$ cat src/rtl/jt51_noise_gen_if.sv
// Signal bundle for jt51_noise_gen.
// Parameters W, DIVW and SW must match the attached generator instance.
//   cen     : phase enable from the chip clock divider
//   nen     : noise run enable
//   nfrq    : frequency code, larger is faster
//   seed_wr : one-clk seed load strobe
//   seed    : value loaded on seed_wr
//   out     : noise bit (LFSR MSB)
//   sample  : top SW bits of the LFSR
//   step    : one-clk pulse aligned with each new LFSR value
//   lock    : sticky flag, set when lock-up recovery has occurred
interface jt51_noise_gen_if #(
  parameter int unsigned W    = 17,
  parameter int unsigned DIVW = 5,
  parameter int unsigned SW   = 4
);
  logic            cen;
  logic            nen;
  logic [DIVW-1:0] nfrq;
  logic            seed_wr;
  logic [W-1:0]    seed;
  logic            out;
  logic [SW-1:0]   sample;
  logic            step;
  logic            lock;

  // Controller side: drives the controls, observes the noise outputs.
  modport master (
    output cen, nen, nfrq, seed_wr, seed,
    input  out, sample, step, lock
  );

  // Generator side.
  modport slave (
    input  cen, nen, nfrq, seed_wr, seed,
    output out, sample, step, lock
  );
endinterface

$ cat src/rtl/jt51_noise_gen.sv
// Programmable-rate XNOR LFSR noise generator.
// Ports:
//   clk : chip clock
//   rst : asynchronous, active-high reset
//   nif : jt51_noise_gen_if slave (cen, nen, nfrq, seed_wr, seed in;
//         out, sample, step, lock out)
// The divider counts qualifying cen ticks and shifts the LFSR every
// 2^DIVW - nfrq ticks. The all-ones state (the XNOR lock-up) is replaced by
// INIT at the next shift and flagged on the sticky lock output.
module jt51_noise_gen #(
  parameter int unsigned W     = 17,
  parameter int unsigned TAP_A = 16,
  parameter int unsigned TAP_B = 13,
  parameter int unsigned INIT  = 14220,
  parameter int unsigned DIVW  = 5,
  parameter int unsigned SW    = 4
) (
  input  logic                 clk,
  input  logic                 rst,
  jt51_noise_gen_if.slave      nif
);

  localparam logic [W-1:0]    InitVal = W'(INIT);
  localparam logic [DIVW-1:0] CntOne  = DIVW'(1);

  logic [W-1:0]    bb_q,   bb_d;
  logic [DIVW-1:0] cnt_q,  cnt_d;
  logic            step_q, step_d;
  logic            lock_q, lock_d;

  logic            run;
  logic            term;
  logic            locked_up;
  logic            fb;
  logic [W-1:0]    bb_shift;

  assign run       = nif.cen & nif.nen;
  // Using >= rather than == lets a lowered nfrq terminate on the next cen
  // instead of wrapping the counter through 2^DIVW.
  assign term      = run & (cnt_q >= ~nif.nfrq);
  assign locked_up = &bb_q;
  assign fb        = ~(bb_q[TAP_A] ^ bb_q[TAP_B]);
  assign bb_shift  = {bb_q[W-2:0], fb};

  always_comb begin
    bb_d   = bb_q;
    cnt_d  = cnt_q;
    lock_d = lock_q;
    step_d = term;
    if (nif.seed_wr) begin
      // Seed load wins over a coincident shift; an all-ones seed is kept
      // and recovered at the following shift.
      bb_d   = nif.seed;
      cnt_d  = '0;
      lock_d = 1'b0;
      step_d = 1'b0;
    end else if (term) begin
      cnt_d = '0;
      if (locked_up) begin
        bb_d   = InitVal;
        lock_d = 1'b1;
      end else begin
        bb_d = bb_shift;
      end
    end else if (run) begin
      cnt_d = cnt_q + CntOne;
    end
  end

  always_ff @(posedge clk or posedge rst) begin
    if (rst) begin
      bb_q   <= InitVal;
      cnt_q  <= '0;
      step_q <= 1'b0;
      lock_q <= 1'b0;
    end else begin
      bb_q   <= bb_d;
      cnt_q  <= cnt_d;
      step_q <= step_d;
      lock_q <= lock_d;
    end
  end

  assign nif.out    = bb_q[W-1];
  assign nif.sample = bb_q[W-1 -: SW];
  assign nif.step   = step_q;
  assign nif.lock   = lock_q;

endmodule

$ cat src/flat_wrapper.sv
// flat-port wrapper written by rule: the top's interface ports become plain ports
module jt51_noise_gen_flat 
#(
  parameter int unsigned W     = 17,
  parameter int unsigned TAP_A = 16,
  parameter int unsigned TAP_B = 13,
  parameter int unsigned INIT  = 14220,
  parameter int unsigned DIVW  = 5,
  parameter int unsigned SW    = 4
)
  (clk, rst, nif_cen, nif_nen, nif_nfrq, nif_seed_wr, nif_seed, nif_out, nif_sample, nif_step, nif_lock);
  jt51_noise_gen_if #(.W(W), .DIVW(DIVW), .SW(SW)) nif_i ();
  input  logic clk;
  input  logic rst;
  input wire logic [$bits(nif_i.cen)-1:0] nif_cen;
  input wire logic [$bits(nif_i.nen)-1:0] nif_nen;
  input wire logic [$bits(nif_i.nfrq)-1:0] nif_nfrq;
  input wire logic [$bits(nif_i.seed_wr)-1:0] nif_seed_wr;
  input wire logic [$bits(nif_i.seed)-1:0] nif_seed;
  output wire logic [$bits(nif_i.out)-1:0] nif_out;
  output wire logic [$bits(nif_i.sample)-1:0] nif_sample;
  output wire logic [$bits(nif_i.step)-1:0] nif_step;
  output wire logic [$bits(nif_i.lock)-1:0] nif_lock;
  assign nif_i.cen = nif_cen;
  assign nif_i.nen = nif_nen;
  assign nif_i.nfrq = nif_nfrq;
  assign nif_i.seed_wr = nif_seed_wr;
  assign nif_i.seed = nif_seed;
  assign nif_out = nif_i.out;
  assign nif_sample = nif_i.sample;
  assign nif_step = nif_i.step;
  assign nif_lock = nif_i.lock;
  jt51_noise_gen #(.W(W), .TAP_A(TAP_A), .TAP_B(TAP_B), .INIT(INIT), .DIVW(DIVW), .SW(SW)) u_core (.clk(clk), .rst(rst), .nif(nif_i));
endmodule
$ cat config.mk
export PLATFORM = sky130hd
export DESIGN_NAME = jt51_noise_gen_flat
export DESIGN_NICKNAME = d
export VERILOG_FILES = /design/src/rtl/jt51_noise_gen_if.sv /design/src/rtl/jt51_noise_gen.sv /design/src/flat_wrapper.sv
export SDC_FILE = /design/constraint.sdc
export NUM_CORES = 1
export LEC_CHECK = 0
export BUFFER_PORTS_ARGS = -buffer_cell sky130_fd_sc_hd__clkbuf_2
export CAP_MARGIN = 20
export CORE_MARGIN = 3
export CORE_UTILIZATION = 52
export DETAILED_ROUTE_END_ITERATION = 8
export GPL_ROUTABILITY_DRIVEN = 0
export PLACE_DENSITY = 0.84
export RECOVER_POWER = 50
export SYNTH_ARGS = -nofsm -noshare
export SYNTH_HDL_FRONTEND = slang
export SYNTH_SLANG_ARGS = --single-unit
$ cat constraint.sdc
create_clock -name clk -period 2.14 [get_ports clk]
set_input_delay 0.107 -clock clk [delete_from_list [all_inputs] [get_ports clk]]
set_output_delay 0.107 -clock clk [all_outputs]
set_load 0.03 [all_outputs]
### After elaboration in Yosys (flattened, before gate mapping)

Cells that the tools add are included.

* reductions and logical operators: 5
* add/subtract/negate cells: 1
* $lt $le $gt $ge: 1
* muxes and demuxes: 10
* bitwise gates (word level): 5

Operator list (number)
* 17-bit 2-to-1 mux: 3
* 17-bit AND reduction: 1
* 5-bit 2-to-1 mux: 3
* 5-bit by 1-bit adder with 5-bit output, second input constant: 1
* 5-bit >= comparator: 1
* 5-bit inverter: 1
* 1-bit 2-to-1 mux: 4
* 2-bit nonzero test: 2
* 3-bit nonzero test: 1
* 1-bit AND: 2
* 2-bit AND reduction: 1
* 1-bit inverter: 1
* 1-bit XOR: 1

* register bits: 24
* output and inout port bits: 7
* bits of input ports: 27

### Logic depth before layout (Yosys ltp)

* depth in word-level cells: 5
* depth in mapped cells: 9

### Worst setup path before layout

Ideal clock, no wire load.

* kind: flip-flop to flip-flop
* from: register u_core.cnt_q[4]
* to: register u_core.bb_q[0]
* path slack: 321 ps
* buffers on the path: 1
* arrival: 1693 ps
* stages on the path, launching flop included: 8
* period minus slack after synthesis: 1819 ps
* required time: 2014 ps
* path through: dfrtp_1 > ha_1 > and2_1 > o21a_1 > a41oi_2 > buf_4 > nor4_1 > a221o_1

* word-level cells in the longest chain between the ends: 3

RTL lines
* start: declaration: line jt51_noise_gen.sv:27 `logic [DIVW-1:0] cnt_q, cnt_d;`
* start signal: assignment: line jt51_noise_gen.sv:78 `cnt_q <= cnt_d;`
* 5-bit >= comparator: line jt51_noise_gen.sv:40 `assign term = run & (cnt_q >= ~nif.nfrq);`
* 1-bit AND: line jt51_noise_gen.sv:40
* 2-bit nonzero test (no source line)
* end signal: assignment: line jt51_noise_gen.sv:72 `bb_q <= InitVal;`
* end: declaration: line jt51_noise_gen.sv:26 `logic [W-1:0] bb_q, bb_d;`

No other way between the ends.
A chain may end at the register's enable or synchronous reset.

### Final worst setup path

* from: register u_core.cnt_q[4]
* to: register u_core.bb_q[16]

Same word-level chain as after synthesis.

==> metrics.txt <==
status completed; largest cells by area after synthesis dfrtp_1, dfstp_2, nor2b_1; Die Y 57.8 um; WS Path Type flop to flop; vias in the first global route 1088; Sink Count 24; Site Rows 18; Reg-to-Reg End u_core.bb_q[16]$_DFFE_PP0P_; post-synthesis sequential area ratio 43.8%; Antenna Nets Post-Route 0; GR Overflow Total 0; CTS tree built; Peak Freq 490 MHz; Pwr Total 0.920 mW; Clock Skews 0.00544 ns; Critical Path Sink Type flop; Post-CTS Repair Setup Buffers 0; Tightest Pin Transition 0.875 ns; Ports 34; static leakage 0.749 nW; dpl hpwl 2.08 mm; first-pass GRT wire length 4.75 mm; maximum number of pins on one net before global-route repair 46; clock slew at reported path FFs 0.13 ns; WL final 2.89 mm; 1st-iter DRT viols 29; Die Wd 57.8 um; Min-Delay Path Depth 3; Yosys cell types 32; Antenna diodes 0; Power Dens Cells 580 nW/um2; TritonRoute pass-1 iters 5; Area growth, synth to finish 13.6%; Yosys top cell by area dfrtp_1; end of the worst hold path u_core.bb_q[9]$_DFFE_PP1P_; Clock power frac 25.6%; Root Buffer clkbuf_4; final core area utilization 62.8%; Clk Latency, worst-skew pair 0.31 ns; final setup vio count 0; Peak VDD IR 0.418 mV; Post-Syn Area per Cell 10.4 um2; Vias 1132; R2R Path Start u_core.cnt_q[4]$_DFFE_PP0P_; PortBufs 33; GRT Util Overall 18.3%; switching pwr 0.246 mW; Yosys warning total 0; Hold Fails Final Rpt 0; Mapped Nets 167; flop and latch count out of synthesis 24; total number of H-tree levels 1; layout cell share with drive strength beyond 1 29.6%; CTS max path bufs 2; internal power 0.674 mW; Worst Path Max Fanout 14; fin crit period 2.04 ns; slew margin rel. 41.6%; RSZ-0062 raised after global routing false; hold_sp nif_seed[9]; cell count after synthesis 134; Routed WL per cell 15.0 um; number of CTS-inserted buffers 3; design area 1590 um2; initial core utilization 55.3%; post-synthesis cell area 1400 um2; switching portion of total power 26.7%; die area 3340 um2; DRC violations left 0; type of origin of the critical path flop; reported max-cap violation count 0; Slew Limit Fails 0; initial antenna violation count 0; nets@finish 196; HP Class primary input to flop; area fraction of the dominant cell type after synthesis 28.7%; fin crit share 95.4%; R2R cell count 7; fillers 222; CORE AREA 2520 um2; Reg2Reg Setup Slack 0.1 ns; Logic pwr share 17.6%; Req. time, crit path 2.35 ns; Cell Area, Placed 1540 um2; Reg power frac 56.8%; CP arrival 2.26 ns; vias per inst 5.90; setup_tns 0 ns
-- Yosys cell counts (all sizes together) --
| library cell | count |
|---|---|
| inv | 3 |
| nor2b | 14 |
| a41oi | 1 |
| and2 | 2 |
| nand2 | 10 |
| dfstp | 8 |
| buf | 8 |
| a22o | 4 |
| ha | 6 |
| a21oi | 14 |
| nand4 | 4 |
| a221o | 8 |
| nor3 | 3 |
| a311oi | 1 |
| nand3 | 4 |
| and4 | 1 |
| xor2 | 4 |
| nor4 | 2 |
| nor2 | 3 |
| o21a | 1 |
| a41o | 1 |
| nor4b | 3 |
| dfrtp | 16 |
| clkbuf | 4 |
| a21o | 4 |
| nor3b | 4 |
| o21ai | 1 |
-- flip-flops by register name, summed over array words and instances, names as in the netlist --
name and count:
u_core.bb_q 17, u_core.cnt_q 5, u_core.nif.lock 1, u_core.nif.step 1
-- worst max-delay path: stages, from the launching register on --
cell     delay [ns]
dfrtp_1        0.42
ha_1           0.33
and2_1         0.17
o21a_1         0.19
a41oi_2        0.25
buf_12         0.18
nor2_2         0.08
a221o_1        0.31
-- cell usage in the layout, fill, tap and decap left out, types with 2 or more instances in the layout --
cell type | synthesis | layout
clkbuf_2 | 0 | 27
dfrtp_1 | 16 | 16
nor2b_1 | 14 | 14
a21oi_1 | 14 | 14
nand2_1 | 10 | 10
a221o_1 | 8 | 8
dfstp_2 | 8 | 8
ha_1 | 6 | 6
clkbuf_1 | 4 | 6
nand4_1 | 4 | 4
a22o_1 | 4 | 4
a21o_1 | 4 | 4
xor2_1 | 4 | 4
nand3_1 | 3 | 3
nor3_1 | 3 | 3
inv_1 | 3 | 3
nor3b_1 | 3 | 3
clkbuf_4 | 0 | 3
and2_1 | 2 | 2
nor4b_1 | 3 | 2
nor2_1 | 2 | 2
-- through the flow --
stage | setup WS [ns] | std cells | hold WS [ns]
3_5_place_dp | 0.0146 | 187 | 0.319
3_3_place_gp | 0.159 | 187 | 0.313
4_1_cts | 0.00458 | 192 | 0.00459
5_1_grt | 0.0274 | 192 | 0.000178
2_1_floorplan | 0.321 | 134 | 0.116
6_report | 0.0983 | 192 | 0.00840
-- how the worst max path moves through the flow --
stage                     depth (start not counted)                        start  slack [ns]                          end
after CTS                                         7  u_core.cnt_q[0]$_DFFE_PP0P_       0.005  u_core.bb_q[16]$_DFFE_PP0P_
after global placement                            6  u_core.cnt_q[2]$_DFFE_PP0P_        0.16  u_core.bb_q[16]$_DFFE_PP0P_
after detailed placement                          7  u_core.cnt_q[0]$_DFFE_PP0P_        0.01  u_core.bb_q[16]$_DFFE_PP0P_
final                                             7  u_core.cnt_q[4]$_DFFE_PP0P_         0.1  u_core.bb_q[16]$_DFFE_PP0P_
after floorplan                                   7  u_core.cnt_q[4]$_DFFE_PP0P_        0.32   u_core.bb_q[0]$_DFFE_PP0P_
after global routing                              7  u_core.cnt_q[4]$_DFFE_PP0P_        0.03  u_core.bb_q[16]$_DFFE_PP0P_
-- layer usage --
layer,vias up,track usage [%],wire length [um]
met1,532,24.0,1250
met2,44,29.4,1410
li1,545,-,-
met5,-,0,0
met4,0,9.93,93
met3,11,2.23,138
-- power groups by stage --
stage / clock, mW / combinational, mW / sequential [mW]
after floorplan: 0 / 0.122 / 0.525
after global placement: 0 / 0.157 / 0.527
after detailed placement: 0 / 0.163 / 0.529
after CTS: 0.244 / 0.166 / 0.522
after global routing: 0.265 / 0.180 / 0.527
final: 0.235 / 0.162 / 0.522
-- cell type report --
cell class | instances | area (um2) | share of cell area [%]
clock buffer | 4 | 36.3 | 2.29
inverter | 3 | 11.3 | 0.710
multi-input combinational | 95 | 694 | 43.8
sequential | 24 | 611 | 38.5
tap | 30 | 37.5 | 2.37
timing repair buffer | 36 | 195 | 12.3
-- repair_timing --
item,4_1_cts,5_1_grt
setup endpoints to repair,0,10
resized for setup,0,2
hold endpoints to repair,16,0
hold buffers,1,0
-- kinds of logic after synthesis --
logic type               Yosys count  share of synthesized area, %
AO/OA/AOI/OAI                     35                          18.8
XOR/XNOR                           4                          2.51
adder cells (fa/ha/maj)            6                          5.38
buffers and inverters             15                          7.00
flip-flops                        24                          43.8
AND/OR/NAND/NOR                   50                          22.5
Note: power is estimated with default switching activity, not from simulation.
